[src/rtl/car_pkg.sv]
// Shared widths, FSM encodings and saturation limits for the B1 carrier wipe-off and accumulate path.
package car_pkg;

   localparam int unsigned ADC_WIDTH_DEF = 8;
   localparam int unsigned CAR_WIDTH_DEF = 8;
   localparam int unsigned ACC_WIDTH_DEF = 24;

   typedef enum logic {
      SYNC = 1'b0,
      RUN  = 1'b1
   } acc_state_e;

   typedef enum logic {
      IDLE = 1'b0,
      HOLD = 1'b1
   } out_state_e;

   // Saturation limits of a w-bit two's-complement accumulator, w <= 63
   function automatic logic signed [63:0] sat_max(input int unsigned w);
      return (64'sd1 <<< (w - 1)) - 64'sd1;
   endfunction

   function automatic logic signed [63:0] sat_min(input int unsigned w);
      return -(64'sd1 <<< (w - 1));
   endfunction

endpackage

[src/rtl/car_acc_chan.sv]
// One correlator arm: code-sign stage (P2), saturating integrate-and-dump with a per-epoch sat flag.
module car_acc_chan
   import car_pkg::*;
#(
   parameter int unsigned MUL_WIDTH = ADC_WIDTH_DEF + CAR_WIDTH_DEF,
   parameter int unsigned ACC_WIDTH = ACC_WIDTH_DEF
) (
   input  logic                        clk,
   input  logic                        rst_n,
   input  logic signed [MUL_WIDTH-1:0] prod,
   input  logic                        code,
   input  logic                        prod_valid,
   input  logic                        term_valid,
   input  logic                        term_dump,
   input  logic                        run,
   output logic signed [ACC_WIDTH-1:0] sum_c,
   output logic                        sat_c
);

   localparam int unsigned SUM_WIDTH = ACC_WIDTH + 1;
   localparam logic signed [ACC_WIDTH-1:0] ACC_MAX = ACC_WIDTH'(sat_max(ACC_WIDTH));
   localparam logic signed [ACC_WIDTH-1:0] ACC_MIN = ACC_WIDTH'(sat_min(ACC_WIDTH));

   logic signed [ACC_WIDTH-1:0] prod_ext;
   logic signed [ACC_WIDTH-1:0] term_d, term_q;
   logic signed [ACC_WIDTH-1:0] acc_d, acc_q;
   logic                        sat_d, sat_q;
   logic signed [SUM_WIDTH-1:0] sum_w;
   logic                        clamp;

   always_comb begin
      prod_ext = ACC_WIDTH'(prod);
      term_d   = term_q;
      if (prod_valid) begin
         term_d = code ? -prod_ext : prod_ext;
      end

      // One guard bit: overflow when the two top bits of the wide sum disagree
      sum_w = SUM_WIDTH'(acc_q) + SUM_WIDTH'(term_q);
      clamp = sum_w[SUM_WIDTH-1] != sum_w[SUM_WIDTH-2];
      sum_c = sum_w[ACC_WIDTH-1:0];
      if (clamp) begin
         sum_c = sum_w[SUM_WIDTH-1] ? ACC_MIN : ACC_MAX;
      end
      sat_c = sat_q | clamp;

      acc_d = acc_q;
      sat_d = sat_q;
      if (!run) begin
         acc_d = '0;
         sat_d = 1'b0;
      end else if (term_valid) begin
         if (term_dump) begin
            acc_d = '0;
            sat_d = 1'b0;
         end else begin
            acc_d = sum_c;
            sat_d = sat_c;
         end
      end
   end

   always_ff @(posedge clk or negedge rst_n) begin
      if (!rst_n) begin
         term_q <= '0;
         acc_q  <= '0;
         sat_q  <= 1'b0;
      end else begin
         term_q <= term_d;
         acc_q  <= acc_d;
         sat_q  <= sat_d;
      end
   end

endmodule

[src/rtl/car_wipe_acc.sv]
// Carrier wipe-off mixers, pipeline valids, epoch-sync FSM and valid/ack result holding for I/Q correlation.
module car_wipe_acc
   import car_pkg::*;
#(
   parameter int unsigned ADC_WIDTH = ADC_WIDTH_DEF,
   parameter int unsigned CAR_WIDTH = CAR_WIDTH_DEF,
   parameter int unsigned ACC_WIDTH = ACC_WIDTH_DEF
) (
   input  logic                        rx_clk,
   input  logic                        rx_rst_n,
   input  logic signed [ADC_WIDTH-1:0] rx_adc_data,
   input  logic                        rx_adc_valid,
   input  logic signed [CAR_WIDTH-1:0] rx_car_cos,
   input  logic signed [CAR_WIDTH-1:0] rx_car_sin,
   input  logic                        rx_code,
   input  logic                        rx_dump,
   input  logic                        rx_ack,
   output logic signed [ACC_WIDTH-1:0] tx_acc_i,
   output logic signed [ACC_WIDTH-1:0] tx_acc_q,
   output logic                        tx_acc_valid,
   output logic                        tx_acc_sat,
   output logic                        tx_acc_ovr
);

   localparam int unsigned MUL_WIDTH = ADC_WIDTH + CAR_WIDTH;

   logic signed [MUL_WIDTH-1:0] adc_x, cos_x, sin_x;
   logic signed [MUL_WIDTH-1:0] pi_d, pi_q, pq_d, pq_q;
   logic                        p1_code_d, p1_code_q;
   logic                        p1_valid_d, p1_valid_q, p1_dump_d, p1_dump_q;
   logic                        p2_valid_d, p2_valid_q, p2_dump_d, p2_dump_q;

   acc_state_e                  acc_state_d, acc_state_q;
   out_state_e                  out_state_d, out_state_q;
   logic signed [ACC_WIDTH-1:0] acc_i_d, acc_i_q, acc_q_d, acc_q_q;
   logic                        valid_d, valid_q, sat_d, sat_q, ovr_d, ovr_q;

   logic                        run;
   logic                        dump_evt;
   logic signed [ACC_WIDTH-1:0] sum_i_c, sum_q_c;
   logic                        sat_i_c, sat_q_c;

   // P1 mixers and pipeline valids
   always_comb begin
      adc_x     = MUL_WIDTH'(rx_adc_data);
      cos_x     = MUL_WIDTH'(rx_car_cos);
      sin_x     = MUL_WIDTH'(rx_car_sin);
      pi_d      = pi_q;
      pq_d      = pq_q;
      p1_code_d = p1_code_q;
      if (rx_adc_valid) begin
         pi_d      = adc_x * cos_x;
         pq_d      = -(adc_x * sin_x);
         p1_code_d = rx_code;
      end
      p1_valid_d = rx_adc_valid;
      p1_dump_d  = rx_adc_valid & rx_dump;
      p2_valid_d = p1_valid_q;
      p2_dump_d  = p1_dump_q;
   end

   car_acc_chan #(
      .MUL_WIDTH(MUL_WIDTH),
      .ACC_WIDTH(ACC_WIDTH)
   ) u_chan_i (
      .clk       (rx_clk),
      .rst_n     (rx_rst_n),
      .prod      (pi_q),
      .code      (p1_code_q),
      .prod_valid(p1_valid_q),
      .term_valid(p2_valid_q),
      .term_dump (p2_dump_q),
      .run       (run),
      .sum_c     (sum_i_c),
      .sat_c     (sat_i_c)
   );

   car_acc_chan #(
      .MUL_WIDTH(MUL_WIDTH),
      .ACC_WIDTH(ACC_WIDTH)
   ) u_chan_q (
      .clk       (rx_clk),
      .rst_n     (rx_rst_n),
      .prod      (pq_q),
      .code      (p1_code_q),
      .prod_valid(p1_valid_q),
      .term_valid(p2_valid_q),
      .term_dump (p2_dump_q),
      .run       (run),
      .sum_c     (sum_q_c),
      .sat_c     (sat_q_c)
   );

   // Epoch sync and result hand-off FSMs
   always_comb begin
      acc_state_d = acc_state_q;
      out_state_d = out_state_q;
      acc_i_d     = acc_i_q;
      acc_q_d     = acc_q_q;
      valid_d     = valid_q;
      sat_d       = sat_q;
      ovr_d       = ovr_q;
      run         = (acc_state_q == RUN);
      dump_evt    = run & p2_valid_q & p2_dump_q;

      case (acc_state_q)
         SYNC:    if (p2_valid_q && p2_dump_q) acc_state_d = RUN;
         RUN:     acc_state_d = RUN;
         default: acc_state_d = SYNC;
      endcase

      case (out_state_q)
         IDLE: begin
            if (dump_evt) begin
               out_state_d = HOLD;
               valid_d     = 1'b1;
               acc_i_d     = sum_i_c;
               acc_q_d     = sum_q_c;
               sat_d       = sat_i_c | sat_q_c;
            end
         end
         HOLD: begin
            if (dump_evt) begin
               acc_i_d = sum_i_c;
               acc_q_d = sum_q_c;
               sat_d   = sat_i_c | sat_q_c;
               if (!rx_ack) ovr_d = 1'b1;
            end else if (rx_ack) begin
               out_state_d = IDLE;
               valid_d     = 1'b0;
            end
         end
         default: begin
            out_state_d = IDLE;
            valid_d     = 1'b0;
         end
      endcase
   end

   always_ff @(posedge rx_clk or negedge rx_rst_n) begin
      if (!rx_rst_n) begin
         pi_q        <= '0;
         pq_q        <= '0;
         p1_code_q   <= 1'b0;
         p1_valid_q  <= 1'b0;
         p1_dump_q   <= 1'b0;
         p2_valid_q  <= 1'b0;
         p2_dump_q   <= 1'b0;
         acc_state_q <= SYNC;
         out_state_q <= IDLE;
         acc_i_q     <= '0;
         acc_q_q     <= '0;
         valid_q     <= 1'b0;
         sat_q       <= 1'b0;
         ovr_q       <= 1'b0;
      end else begin
         pi_q        <= pi_d;
         pq_q        <= pq_d;
         p1_code_q   <= p1_code_d;
         p1_valid_q  <= p1_valid_d;
         p1_dump_q   <= p1_dump_d;
         p2_valid_q  <= p2_valid_d;
         p2_dump_q   <= p2_dump_d;
         acc_state_q <= acc_state_d;
         out_state_q <= out_state_d;
         acc_i_q     <= acc_i_d;
         acc_q_q     <= acc_q_d;
         valid_q     <= valid_d;
         sat_q       <= sat_d;
         ovr_q       <= ovr_d;
      end
   end

   assign tx_acc_i     = acc_i_q;
   assign tx_acc_q     = acc_q_q;
   assign tx_acc_valid = valid_q;
   assign tx_acc_sat   = sat_q;
   assign tx_acc_ovr   = ovr_q;

endmodule
[config.mk]
export PLATFORM = sky130hd
export DESIGN_NAME = car_wipe_acc
export DESIGN_NICKNAME = d
export VERILOG_FILES = /design/src/rtl/car_pkg.sv /design/src/rtl/car_acc_chan.sv /design/src/rtl/car_wipe_acc.sv
export SDC_FILE = /design/constraint.sdc
export NUM_CORES = 1
export LEC_CHECK = 0
export BUFFER_PORTS_ARGS = -buffer_cell sky130_fd_sc_hd__buf_2
export CORE_UTILIZATION = 35
export DETAILED_ROUTE_END_ITERATION = 8
export PLACE_DENSITY = 0.53
export SYNTH_ARGS = -nofsm -noshare
export SYNTH_HDL_FRONTEND = slang
export SYNTH_SLANG_ARGS = --single-unit
[constraint.sdc]
create_clock -name rx_clk -period 2.52 [get_ports rx_clk]
set_input_delay 0.126 -clock rx_clk [delete_from_list [all_inputs] [get_ports rx_clk]]
set_output_delay 0.126 -clock rx_clk [all_outputs]
set_load 0.01 [all_outputs]
==> impl_results.md <==
* Reg2reg end: u_chan_q.acc_q[3]
* Num rows at 76
* Inserted Clock Buffers at 17
* Avg Inst Size Synth at 9.36 um2
* Hold Crit Depth at 4
* Min-delay src: rx_adc_data[0]
* Element type at the critical path end: flop
* Placeable Area at 43100 um2
* RSZ-0062 raised after global routing: true
* Clock Latency Late Sink at 460 ps
* Pwr dens at 1600 nW/um2
* Worst path buffer plus inverter count at 2
* Reg2Reg Setup Slack at -370 ps
* Worst setup SP type: input port
* Total GRT Usage at 0.189
* Post-route DRC at 0
* Fin worst setup slack at -1290 ps
* Net Count, Synth at 1890
* Worst hold slack at 120 ps
* Router iterations before antenna repair at 5
* Max-Cap Viols at 0
* DRT Wirelength at 40.9 mm
* Share of cells above drive strength 1 at 0.384
* Slowest library cell on the worst path: fa_1
* Fmax at 262 MHz
* Num Clock Sinks at 188
* CTS tree: done
* R2r worst-path depth at 14
* Worst reg2reg startpoint: u_chan_q.acc_q[0]
* Hold WC Path Type: input port to flop
* Post-route minimum period at 3810 ps
* Critical path class: input port to flop
* Net count reported at finish at 2253
* CP delay by family, top: adder cells
* Antenna Violating Nets Remaining at 0
* Via count at 12700
* Largest net degree at the start of global routing at 64
* Synth Register Bits at 188
* Vias per cell at 4.91
* Area grow syn2layout at 42.5%
* Die H at 211 um
* First DRT Iteration DRCs at 679
* Synthesized instance count at 1630
* Clock Skew at 9.86 ps
* Die width at 211 um
* Multi-input logic area at 11500 um2
* Worst VDD drop at 0.874 mV
* P_leak at 9.82 nW
* Initial antenna violation count at 1
* Initial Util at 0.354
* IO Pins at 81
* Synth top area cells: dfrtp_1 (31%), fa_1 (14%), ha_1 (10%)
* Failing checks: setup timing
* Routability congestion estimate at 0.856
* Syn. warnings at 0
* Max FO, Critical Path at 3
* Max-slew violations at 0
* Clock Path Buffers at 2
* Crit path DAT at 4150 ps
* Setup violations, final at 116
* DP Cell Count at 2479
* Final cell count without fillers at 2593
* Max-slew headroom at 0.399
* Worst Hold Path EP: pi_q[0]
* Vias in the first global route at 13100
* Root Driver: clkbuf_16
* Reg clk slew, reported paths at 70 ps
* Worst-path cell chain: buf_8 -> and2_4 -> fa_1 -> fa_1 -> fa_1 -> inv_1 -> fa_1 -> ha_4 -> ha_4 -> a21o_1 -> a21oi_2 -> nor2_2 -> a21oi_2 -> o311ai_1 -> a31oi_1 -> xnor2_1 -> mux2_4
* Total negative slack at -41240 ps
* Number of synthesized flops with an enable pin at 0
* I/O Buffers at 80
* Critical Path RT at 2860 ps
* Least-Margin Pin Slew at 902 ps
* Wirelength per Cell at 15.8 um
* H-tree depth at 4
* GR Overflow Total at 0
* Sequential area share after synthesis at 0.308
* Register area at 4710 um2
* Critical path's most frequent cell: fa_1
* Slowest stage delay, CP at 570 ps
* Post-synth top area share at 0.308
* Final Hold Fails at 0
* Area of the mapped netlist at 15300 um2
* First-pass GRT wire length at 67.8 mm
* Die ar. at 44400 um2
* Final period util at 1.51
* Status: finished, violations left
* Ys async rst share at 1.00
* FILL cells at 3947
* Main flop type after synthesis: dfrtp_1
* Largest area contributor in the netlist: dfrtp_1
* Post-detail-place hpwl at 28.6 mm
* Library cells used by synthesis at 63
## what timing repair did
action	CTS	global route
endpoints found under the setup margin	117	125
resized for setup	279	118
hold endpoints to repair	64	0
hold buffers	4	0
cloned	18	1
buffers inserted	57	19
pin swaps	117	81
## area by class of cell
class,instances,area share
clock buffers,17,0.0196
diodes,2,0.000230
multi-input cells,1209,0.531
inverters,173,0.0300
repair buffers,404,0.161
flip-flops and latches,188,0.216
clock inverters,15,0.00817
well taps,585,0.0337
## sequential cells by signal, indices dropped and copies added (netlist names), 16 cells and up
signal           count
pi_q                16
pq_q                16
tx_acc_i            24
tx_acc_q            24
u_chan_i.acc_q      24
u_chan_i.term_q     24
u_chan_q.acc_q      24
u_chan_q.term_q     24
## worst min-delay path, stage by stage
cell	delay, ps
buf_2	110
buf_6	130
nand3_1	80
o21ai_0	80
## per-layer routing
metal  track usage  part of all wire
met5             0                 0
met2         0.319              0.48
met1         0.260              0.48
met4        0.0505             0.014
met3        0.0189             0.029
## per-stage QoR
step                instance area, um2  power [W]   util  setup WS [ps]
finish                           21700     0.0347  0.505          -1290
CTS                              21200     0.0332  0.493          -1270
detailed placement               18500     0.0256  0.430          -1930
floorplan                        15800     0.0187      -          -1640
global placement                 18500     0.0253  0.430          -1810
global route                     21700     0.0377  0.505          -1460
## cells in the mapped netlist (all sizes together), types with 3 or more instances
library cell and count:
nand4 6, o31ai 8, fa 106, buf 23, and2 86, o2111ai 4, a211oi 10, o21a 11
nand2b 14, a31oi 10, xnor2 65, dfrtp 188, ha 124, mux2i 6, nor2b 17, nor3 22
o41ai 8, clkbuf 40, a21o 25, or2 3, o211ai 35, or4 4, inv 173, or3 7
nor3b 4, a221o 24, nor4 4, o21ai 56, a21oi 132, mux2 31, a21boi 6, a31o 3
nand3 14, xor2 39, nand2 147, nor2 141, and3 7, o21bai 10
## cells in the final DEF, fill, tap and decap left out, types with 10 or more instances in the layout
cell type,Yosys,routed
a21o_1,25,25
a21oi_1,129,66
a21oi_2,3,56
a21oi_4,0,10
a221o_1,24,24
and2_1,85,65
and2_4,1,24
buf_12,0,14
buf_2,15,66
buf_4,0,253
buf_6,5,46
clkbuf_16,0,18
dfrtp_1,188,186
fa_1,106,96
fa_2,0,10
ha_1,124,73
ha_4,0,47
inv_1,173,148
inv_2,0,24
mux2_2,31,21
mux2_4,0,10
nand2_1,147,96
nand2_4,0,38
nand3_1,14,10
nor2_1,141,135
nor2b_1,17,16
nor3_1,21,11
o211ai_1,34,34
o21a_1,11,11
o21ai_0,48,39
xnor2_1,65,58
xor2_1,39,38
## how the worst max path moves through the flow
stage | cells past startpoint | end | slack (ps) | startpoint
after detailed placement | 16 | pq_q[14] | -1930 | rx_adc_data[7]
final | 17 | pq_q[15] | -1290 | rx_adc_data[3]
after global routing | 20 | pq_q[15] | -1460 | rx_adc_data[7]
after CTS | 17 | pq_q[15] | -1270 | rx_adc_data[3]
after global placement | 16 | pq_q[12] | -1810 | rx_adc_data[7]
after floorplan | 19 | pq_q[15] | -1640 | rx_adc_data[6]
## kinds of logic after synthesis
group,Yosys count,synth area share
buf+inv,236,0.0617
simple gates,480,0.148
compound gates,355,0.153
xor+xnor,104,0.0597
mux,37,0.0276
flops,188,0.308
fa+ha+maj,230,0.241
## power breakdown
group	internal (W)	switching [W]	leakage, nW
clock	0.00150	0.00129	0.287
sequential	0.00441	0.00115	2.20
combinational	0.0137	0.0127	7.34
total	0.0196	0.0151	9.82
Note: power is estimated with default switching activity, not from simulation.
